--- src/rtl/root_div_pkg.sv ---
// root_div_pkg: shared state encoding and sizing constants for the root_div divider
package root_div_pkg;

    localparam int DEF_DW = 20;
    localparam int DEF_VW = 10;

    // Wide enough for any practical DW; the top slices it down to its own width.
    localparam logic [63:0] SAT_ONES = '1;

    typedef enum logic [1:0] {
        IDLE  = 2'd0,
        CALC  = 2'd1,
        ROUND = 2'd2,
        DONE  = 2'd3
    } state_t;

endpackage

--- src/rtl/root_div_step.sv ---
// root_div_step: one combinational restoring-division step (shift in a bit, trial subtract)
module root_div_step #(
    parameter int VW = 10
) (
    input  logic [VW:0]   rem,
    input  logic          dbit,
    input  logic [VW-1:0] divisor,
    output logic [VW:0]   rem_nxt,
    output logic          q_bit
);

    logic [VW+1:0] sh;
    logic [VW+1:0] diff;
    logic          unused_msb;

    // Shift the next dividend bit in, then keep the difference only when it did not go negative.
    always_comb begin
        sh      = {rem, dbit};
        diff    = sh - {2'b00, divisor};
        q_bit   = sh >= {2'b00, divisor};
        rem_nxt = q_bit ? diff[VW:0] : sh[VW:0];
    end

    // The incoming remainder is always below the divisor, so the top bit never carries information.
    assign unused_msb = sh[VW+1] ^ diff[VW+1];

endmodule

--- src/rtl/root_div.sv ---
// root_div: Q10.10 by integer restoring divider; define ROOT_DIV_ROUND_EN for round-to-nearest
module root_div
    import root_div_pkg::*;
#(
    parameter int DW = DEF_DW,
    parameter int VW = DEF_VW
) (
    input  logic          clk,
    input  logic          rst,
    input  logic          in_valid,
    input  logic [DW-1:0] in_data,
    input  logic [VW-1:0] in_div,
    output logic          busy,
    output logic          out_valid,
    output logic [DW-1:0] out_data,
    output logic          out_err
);

`ifdef ROOT_DIV_ROUND_EN
    localparam int GB = 1;
    localparam int QW = DW + 1;
`else
    localparam int GB = 0;
    localparam int QW = DW - 1;
`endif
    localparam int NB = DW + GB;
    localparam int CW = $clog2(NB);

    state_t        state;
    logic [VW:0]   rem;
    logic [VW:0]   rem_nxt;
    logic          q_bit;
    logic [NB-1:0] dvd;
    logic [VW-1:0] div;
    logic [QW-1:0] q;
    logic [CW-1:0] cnt;

`ifdef ROUND_PLACEHOLDER_NEVER_DEFINED
`endif

`ifdef ROOT_DIV_ROUND_EN
    logic [DW:0] rsum;

    // Guard bit added to the truncated quotient; a carry out means saturation.
    always_comb rsum = {1'b0, q[DW:1]} + {{DW{1'b0}}, q[0]};
`endif

    root_div_step #(.VW(VW)) u_step (
        .rem     (rem),
        .dbit    (dvd[NB-1]),
        .divisor (div),
        .rem_nxt (rem_nxt),
        .q_bit   (q_bit)
    );

    // Status outputs decode straight from the state register.
    always_comb begin
        busy      = state != IDLE;
        out_valid = state == DONE;
    end

    // Sequencer: accept a request, run one quotient bit per CALC cycle, publish in DONE.
    always_ff @(posedge clk or posedge rst) begin
        if (rst) begin
            state    <= IDLE;
            rem      <= '0;
            dvd      <= '0;
            div      <= '0;
            q        <= '0;
            cnt      <= '0;
            out_data <= '0;
            out_err  <= 1'b0;
        end else begin
            case (state)
                IDLE: if (in_valid) begin
                    dvd     <= NB'(in_data) << GB;
                    div     <= in_div;
                    rem     <= '0;
                    q       <= '0;
                    cnt     <= '0;
                    out_err <= in_div == '0;
                    state   <= (in_div == '0) ? DONE : CALC;
                    if (in_div == '0)
                        out_data <= DW'(SAT_ONES);
                end
                CALC: begin
                    rem <= rem_nxt;
                    dvd <= dvd << 1;
                    q   <= {q[QW-2:0], q_bit};
                    cnt <= cnt + 1'b1;
                    if (cnt == CW'(NB - 1)) begin
`ifdef ROOT_DIV_ROUND_EN
                        state <= ROUND;
`else
                        out_data <= {q, q_bit};
                        state    <= DONE;
`endif
                    end
                end
`ifdef ROOT_DIV_ROUND_EN
                ROUND: begin
                    out_data <= rsum[DW] ? DW'(SAT_ONES) : rsum[DW-1:0];
                    state    <= DONE;
                end
`endif
                DONE:    state <= IDLE;
                default: state <= IDLE;
            endcase
        end
    end

endmodule

--- config.mk ---
export PLATFORM = sky130hd
export DESIGN_NAME = root_div
export DESIGN_NICKNAME = d
export VERILOG_FILES = /design/src/rtl/root_div_pkg.sv /design/src/rtl/root_div_step.sv /design/src/rtl/root_div.sv
export SDC_FILE = /design/constraint.sdc
export NUM_CORES = 1
export LEC_CHECK = 0
export CAP_MARGIN = 25
export CORE_AREA = 2 2 82 116
export DETAILED_ROUTE_END_ITERATION = 6
export DIE_AREA = 0 0 84 118
export PLACE_DENSITY = 0.79
export SLEW_MARGIN = 20
export SYNTH_ARGS = -nofsm -noshare
export SYNTH_HDL_FRONTEND = slang
export SYNTH_HIERARCHICAL = 1
export SYNTH_SLANG_ARGS = --single-unit
export TNS_END_PERCENT = 1
--- constraint.sdc ---
create_clock -name clk -period 4.36 [get_ports clk]
set_clock_uncertainty 0.15 [all_clocks]
set_input_delay 1.308 -clock clk [delete_from_list [all_inputs] [get_ports clk]]
set_output_delay 1.308 -clock clk [all_outputs]
set_load 0.1 [all_outputs]
## Yosys cells after proc, flatten, opt, wreduce, memory -nomap -nowiden

Index checks and enable logic that the tools add are counted.
Widths: inputs -> output; s select.

| word-level totals | value |
|---|---|
| register bits after elaboration | 88 |
| output and inout bits | 23 |
| word-level logic and storage cells | 42 |

| operators by class | value |
|---|---|
| $add $sub $neg | 2 |
| order comparisons | 1 |
| equality and inequality tests | 6 |
| muxes and demuxes | 17 |
| reduce and logical (&&, ||, !) cells | 8 |

Operators with widths:

| kind | count |
|---|---|
| $mux 20 | 4 |
| $pmux 20 s2 | 2 |
| $pmux 19 s2 | 1 |
| $mux 11 | 2 |
| $pmux 11 s2 | 1 |
| $mux 19 | 1 |
| $ge 12x10->1 | 1 |
| $sub 11x10->11 | 1 |
| $logic_not 10->1 | 1 |
| $pmux 5 s2 | 1 |
| $mux 2 | 3 |
| $ne 2x2->1 const B | 3 |
| $reduce_and 2->1 | 3 |
| $add 5x1->5 const B | 1 |
| $eq 5x5->1 const B | 1 |
| $mux 5 | 1 |
| $pmux 2 s2 | 1 |
| $reduce_and 4->1 | 1 |
| $reduce_bool 2->1 | 2 |
| $eq 2x1->1 const B | 1 |
| $eq 2x2->1 const B | 1 |
| $logic_not 2->1 | 1 |

## Longest topological paths before layout

| depth | value |
|---|---|
| depth after elaboration | 4 |
| mapped depth | 10 |
| depth with buffers taken out | 9 |

## Hierarchy

The synthesis kept the hierarchy.

Modules (own cells, without submodules):

| module | instances | cells an instance | area an instance (µm²) | seq. area each (µm²) |
|---|---|---|---|---|
| root_div | 1 | 410 | 4082.7 | 2202.1 |
| root_div_step | 1 | 108 | 770.7 | 0.0 |

## Worst setup path before layout

Ideal clock, no wire load.

| timing | value |
|---|---|
| kind | flip-flop to output port |
| start | reg state[0] |
| end | out out_valid |
| data arrival time | 1.630 ns |
| data required time | 2.902 ns |
| path slack | 1.272 ns |
| cell stages (with the launch flop) | 5 |
| cell sequence | dfrtp_1 > buf_2 > buf_2 > buf_2 > and2_1 |

| between the ends | value |
|---|---|
| word-level cells in the longest chain between the ends | 1 |

RTL lines:

| item | RTL line | source |
|---|---|---|
| start, declared | root_div.sv:29 | `state_t state;` |
| start signal, assigned | root_div.sv:82 | `state <= (in_div == '0) ? DONE : CALC;` |
| $eq 2x2->1 | root_div.sv:59 | `out_valid = state == DONE;` |
| end, declared | root_div.sv:14 | `output logic out_valid,` |

Every way passes these cells.

## Worst setup path after layout

| timing | value |
|---|---|
| start | reg out_data[10] |
| end | out out_data[10] |

RTL lines:

| item | RTL line | source |
|---|---|---|
| start, declared | root_div.sv:15 | `output logic [DW-1:0] out_data,` |
| start signal, assigned | root_div.sv:84 | `out_data <= DW'(SAT_ONES);` |
| start signal, assigned | root_div.sv:95 | `out_data <= {q, q_bit};` |

No word-level cell between the ends.

==> flow_summary.json <==
{
  "async_flop_share": 1.000,
  "timing.rr.start": "rem[7]",
  "io_pins": 56,
  "clk-insertion-delay-late_ps": 340,
  "mostFrequentLayoutCells": "90 x nand2_1, 87 x dfrtp_1, 53 x clkdlybuf4s50_1",
  "status": "finished, final reports clean",
  "finalHoldViolations": 0,
  "fin_setup_tns_ps": 0,
  "diodes": 0,
  "dieArea_um2": 9912,
  "grt.total_usage": 0.2384,
  "final_antenna_net_count": 0,
  "maxCapViolCount": 0,
  "cts_hold_buf": 0,
  "start_kind": "register",
  "grt_pass1_vias": 4047,
  "dp_hpwl_um": 7385,
  "syn_area_um2": 4853,
  "crit_buf_inv": 1,
  "drt_iter0_drc": 363,
  "coreArea_um2": 8875,
  "grt_max_degree": 49,
  "hold_path_class": "register to register",
  "place_area_um2": 5431,
  "stdcell_area_um2": 5729,
  "path_class": "register to output port",
  "slew_headroom": 0.3390,
  "critical_path.max_fanout": 3,
  "cp_top_family": "buffers and inverters",
  "crit_arrival_ps": 1890,
  "start_util": 0.5469,
  "post_synth_num_cell_types": 59,
  "routedWlPerCell_um": 17.03,
  "cp.required_ps": 2900,
  "yosysWarningCount": 6,
  "syn-num-nets": 563,
  "final-seq-area_um2": 2203,
  "grt_first_pass_wirelength_um": 19270,
  "firstDrtPassIters": 6,
  "cts_buffers": 9,
  "final_common_cell": "nand2_1",
  "die_w_um": 84,
  "port_buffers": 55,
  "drcViolationCount": 0,
  "cts.clk_slew.worst_paths_ps": 70,
  "rrSetupSlack_ps": 1440,
  "fin_hold_ws_ps": 327.8,
  "report.final.slew_viol_count": 0,
  "cp-end-kind": "output port",
  "numClockSinks": 88,
  "fin_crit_sh": 0.7684,
  "path_cells": "clkdlybuf4s50_1",
  "gp_congestion": 0.8731,
  "setup_violations": 0,
  "viasPerCell": 6.123,
  "synth_flop_cell": "dfrtp_1",
  "area_growth_pct": 18.05,
  "nNetsFinal": 594,
  "wirelength_um": 11260,
  "drive_gt1_frac": 0.1245,
  "avgSynthCellArea_um2": 9.370,
  "fmax_mhz": 298.5,
  "cts_root_buf": "clkbuf_16",
  "tightest_slew_ps": 988.4,
  "synth_seq_cells": 88,
  "cts_setup_buffers": 0,
  "slowest_delay_ps": 1160,
  "cp-startpoint": "out_data[10]",
  "cts_resized": 0,
  "die_h_um": 118,
  "fillers": 712,
  "yosysSeqAreaShare": 0.4537,
  "hold_start": "div[8]",
  "grt_setup_unrepaired": "no",
  "crit_path_top_delay_cell": "clkdlybuf4s50_1",
  "synth_edf_count": 0,
  "post-route-min-period_ps": 3350,
  "syn-instance-count": 518,
  "antenna_found_initial": 0,
  "cts_buffer_depth": 2,
  "cts_tree": "built",
  "multi_input_area_um2": 2384,
  "overflow": 0,
  "row_count": 41,
  "vias": 4047,
  "htree_levels": 3
}
metal layers:
layer / global-route usage / share of wire
met1: 0.3004 / 0.41
met2: 0.4035 / 0.53
met4: 0.09677 / 0.023
met5: 0 / 0
met3: 0.04208 / 0.033
state kept, by name, indices dropped and copies added (netlist names):
name      flops
cnt           5
out_data     20
state         2
out_err       1
dvd          20
div          10
q            19
rem          11
cells by family after synthesis:
family | count (synthesis) | share of synthesized area
xor+xnor | 5 | 0.009025
fa+ha+maj | 12 | 0.03248
mux | 6 | 0.01469
compound gates | 154 | 0.2359
flops | 88 | 0.4537
buf+inv | 63 | 0.06110
simple gates | 190 | 0.1931
cell usage after synthesis (all sizes together) (2+ instances only):
library cell | instances | area [µm²]
nand4 | 2 | 12.51
nand2 | 91 | 344.1
mux2 | 3 | 41.29
buf | 26 | 157.6
or3 | 2 | 17.52
a21oi | 48 | 247.7
ha | 11 | 137.6
o221ai | 2 | 35.04
a22o | 16 | 140.1
a21o | 4 | 30.03
a211oi | 21 | 252.7
xor2 | 3 | 26.28
nor4 | 2 | 25.02
a31oi | 4 | 25.02
or3b | 2 | 17.52
a22oi | 2 | 15.01
xnor2 | 2 | 17.52
a311oi | 20 | 175.2
and2 | 3 | 18.77
inv | 19 | 71.32
and3 | 2 | 12.51
clkbuf | 18 | 67.56
o21ai | 26 | 130.1
mux2i | 3 | 30.03
nor2 | 27 | 103.9
dfrtp | 88 | 2202
or2 | 3 | 23.78
nor3b | 3 | 22.52
and3b | 17 | 148.9
nor2b | 3 | 18.77
nor3 | 27 | 135.1
nand3 | 3 | 15.01
final cells by class:
cell class	count	share of cell area
Clock inverter	6	0.01026
Timing Repair Buffer	64	0.1114
Inverter	19	0.01267
Clock buffer	10	0.04171
Multi-Input combinational cell	367	0.4160
Sequential cell	88	0.3846
Tap cell	107	0.02337
through the flow:
step | setup slack, ps | instances | utilization
finish | 1010 | 661 | 0.6456
global route | 971.2 | 661 | 0.6456
CTS | 996.8 | 661 | 0.6456
detailed placement | 889.6 | 645 | 0.6120
global placement | 971.0 | 645 | 0.6120
floorplan | 623.4 | 518 | -
path summary, 6_finish.rpt:
check,endpoint,cells after the start
max in group asynchronous,out_data[16],3
worst min register to register,div[8],2
worst min-delay path,div[8],2
worst max-delay path,out_data[10],1
min in group asynchronous,dvd[17],2
worst max register to register,rem[3],7
Power is left out: the tool's default activity adds up to more than one toggle a clock period on the data nets, which glitch-free logic cannot reach.
==> RTL change: new RTL, config.mk and constraints unchanged <==
Change the package constant `DEF_DW` from 20 to 24.
--- a/src/rtl/root_div_pkg.sv
+++ b/src/rtl/root_div_pkg.sv
@@ -2,5 +2,5 @@
 package root_div_pkg;
 
-    localparam int DEF_DW = 20;
+    localparam int DEF_DW = 24;
     localparam int DEF_VW = 10;
 
Interface: changed (resized in_data and out_data); port bits go from 56 to 64. The function was not compared with the original's and may differ.
==> RTL change against the unedited design <==
Synthesized area is 10% higher. Routed wire length rose by 1.2%. Design area rose by 9.4%. Setup slack better by 0.0067 ns. Sequential cell count grew 12. Synthesized cell count increased by 8.3%. Final cell count is 7.9% higher. Critical endpoint is now out_data[17]. Largest cell class is now sequential cells. Highest routed layer unchanged.
Power is left out: the tool's default activity adds up to more than one toggle a clock period on the data nets, which glitch-free logic cannot reach.
==> RTL change: results (changes against the unedited design) <==
.. list-table::
   :header-rows: 1

   * - Metric
     - Value
   * - Largest registers ranked by flip-flop count
     - dvd x24, out_data x24, q x23 (was dvd x20, out_data x20, q x19)
   * - Signal inverters
     - 44 (was 19)
   * - Synth Flop Type
     - dfrtp_1 (unchanged)
   * - Count of non-CTS buffers in the layout
     - 71 (was 64)
   * - Number of optimization iterations in the first detailed-route pass
     - 4 (was 6)
   * - Total half-perimeter wirelength after legalization and detailed placement
     - 7.57 mm (was 7.38 mm)
   * - Drt via density
     - 5.88 (was 6.12)
   * - Largest cells by area after synthesis
     - dfrtp_1, nand2_1, a221oi_2, a21oi_1, and3b_1 (was dfrtp_1, nand2_1, a211oi_2, a21oi_1, a311oi_1)
   * - Netlist cell types
     - 61 (was 59)
   * - Maximum number of pins on one net before global-route repair
     - 58 (was 49)
   * - Non-Filler Cell Area, Final
     - 6270 µm² (was 5730 µm²)
   * - Clk buf depth
     - 2 (unchanged)
   * - Post-placement worst setup slack
     - 1.01 ns (was 0.890 ns)
   * - Final-layout non-clock buffer area share
     - 0.117 (was 0.111)
   * - Sequential cell count
     - 100 (was 88)
   * - Diodes inserted
     - 0 (unchanged)
   * - Detail-routed net length per standard cell
     - 16.0 µm (was 17.0 µm)
   * - Leading post-synthesis cells by instance count
     - dfrtp_1, nand2_1, a21oi_1, inv_1, nor3_1 (was nand2_1, dfrtp_1, a21oi_1, nor3_1, nor2_1)
   * - Sequential area share after synthesis
     - 0.468 (was 0.454)
   * - Overall global routing resource usage
     - 0.241 (was 0.238)
   * - Area grow syn2layout
     - 17.3% (was 18.0%)
   * - RD Place Congestion
     - 0.919 (was 0.873)
   * - Via count of the first global-routing pass
     - 4174 (was 4047)
   * - Area of combinational cells with multiple inputs
     - 2470 µm² (was 2380 µm²)
   * - Worst-Margin Slew
     - 0.968 ns (was 0.988 ns)
   * - Count of fill cells added during filler insertion
     - 695 (was 712)
   * - Layout cell share with drive strength beyond 1
     - 0.111 (was 0.125)
   * - Count of multi-input gates
     - 376 (was 367)
   * - IO Port Bufs
     - 63 (was 55)
   * - Post-placement cell count
     - 697 (was 645)
   * - Total detailed-routing wirelength
     - 11.4 mm (was 11.3 mm)
   * - Synthesized netlist net count
     - 610 (was 563)
   * - Net count of the finished layout
     - 651 (was 594)
   * - Clock-cell share of area
     - 0.0413 (was 0.0520)
   * - Number of standard cells after synthesis
     - 561 (was 518)
   * - Area used by sequential logic in the layout
     - 2500 µm² (was 2200 µm²)
   * - Slowest library cell on the worst path
     - clkdlybuf4s50_1 (unchanged)
   * - Violation count after the first detailed-route iteration
     - 182 (was 363)
   * - Wire length of the first global-routing pass
     - 19.6 mm (was 19.3 mm)
   * - Cts bufs inserted
     - 9 (unchanged)
   * - Outcome
     - finished, final reports clean (unchanged)
   * - Total placed instance area
     - 5980 µm² (was 5430 µm²)
   * - Layout clock buffer count
     - 11 (was 10)
   * - Share of flip-flops with an asynchronous set or reset after synthesis
     - 1.00 (unchanged)
   * - YS warnings
     - 6 (unchanged)
RTL change: changes by cell type in the layout (fill, tap and decap cells not counted), moves of 3 or more:
cell,delta
nor2_1,+4
a211oi_2,-19
a311oi_1,-20
inv_1,+25
nor3_1,+4
clkdlybuf4s50_1,+8
a22o_1,+6
o21ai_0,+4
dfrtp_1,+13
clkinv_2,-3
a21oi_1,+4
and3b_1,+6
a221oi_1,+5
a221oi_2,+19
RTL change: final timing paths:
kind,startpoint,to,slack (ns),depth (start not counted)
hold reg to reg,div[9]$_DFFE_PP0P_,div[9]$_DFFE_PP0P_,0.33,2
min in group asynchronous,rst,dvd[2]$_DFFE_PP0P_,1.27,2
setup reg to reg,rem[7]$_DFFE_PP0P_,rem[3]$_DFFE_PP0P_,1.40,7
setup / recovery,out_data[17]$_DFFE_PP0P_,out_data[17],1.02,1
hold / removal,div[9]$_DFFE_PP0P_,div[9]$_DFFE_PP0P_,0.33,2
max in group asynchronous,rst,out_data[23]$_DFFE_PP0P_,2.10,3
RTL change: logic make-up (layout without fill, tap and decap cells):
kind of cell / count (synthesis) / count (layout) / share of synthesized area
compound gates: 150 / 150 / 0.214
xor+xnor: 5 / 5 / 0.00819
fa+ha+maj: 12 / 12 / 0.0295
buf+inv: 85 / 130 / 0.0728
flops: 100 / 100 / 0.468
mux: 6 / 6 / 0.0133
simple gates: 203 / 203 / 0.194
RTL change: routing by layer:
| metal | up-vias | wire, µm | track usage |
|---|---|---|---|
| met2 | 108 | 5780 | 0.397 |
| met3 | 21 | 424 | 0.0372 |
| met5 | - | 0 | 0 |
| met4 | 0 | 255 | 0.109 |
| met1 | 2023 | 4930 | 0.313 |
| li1 | 2040 | - | - |
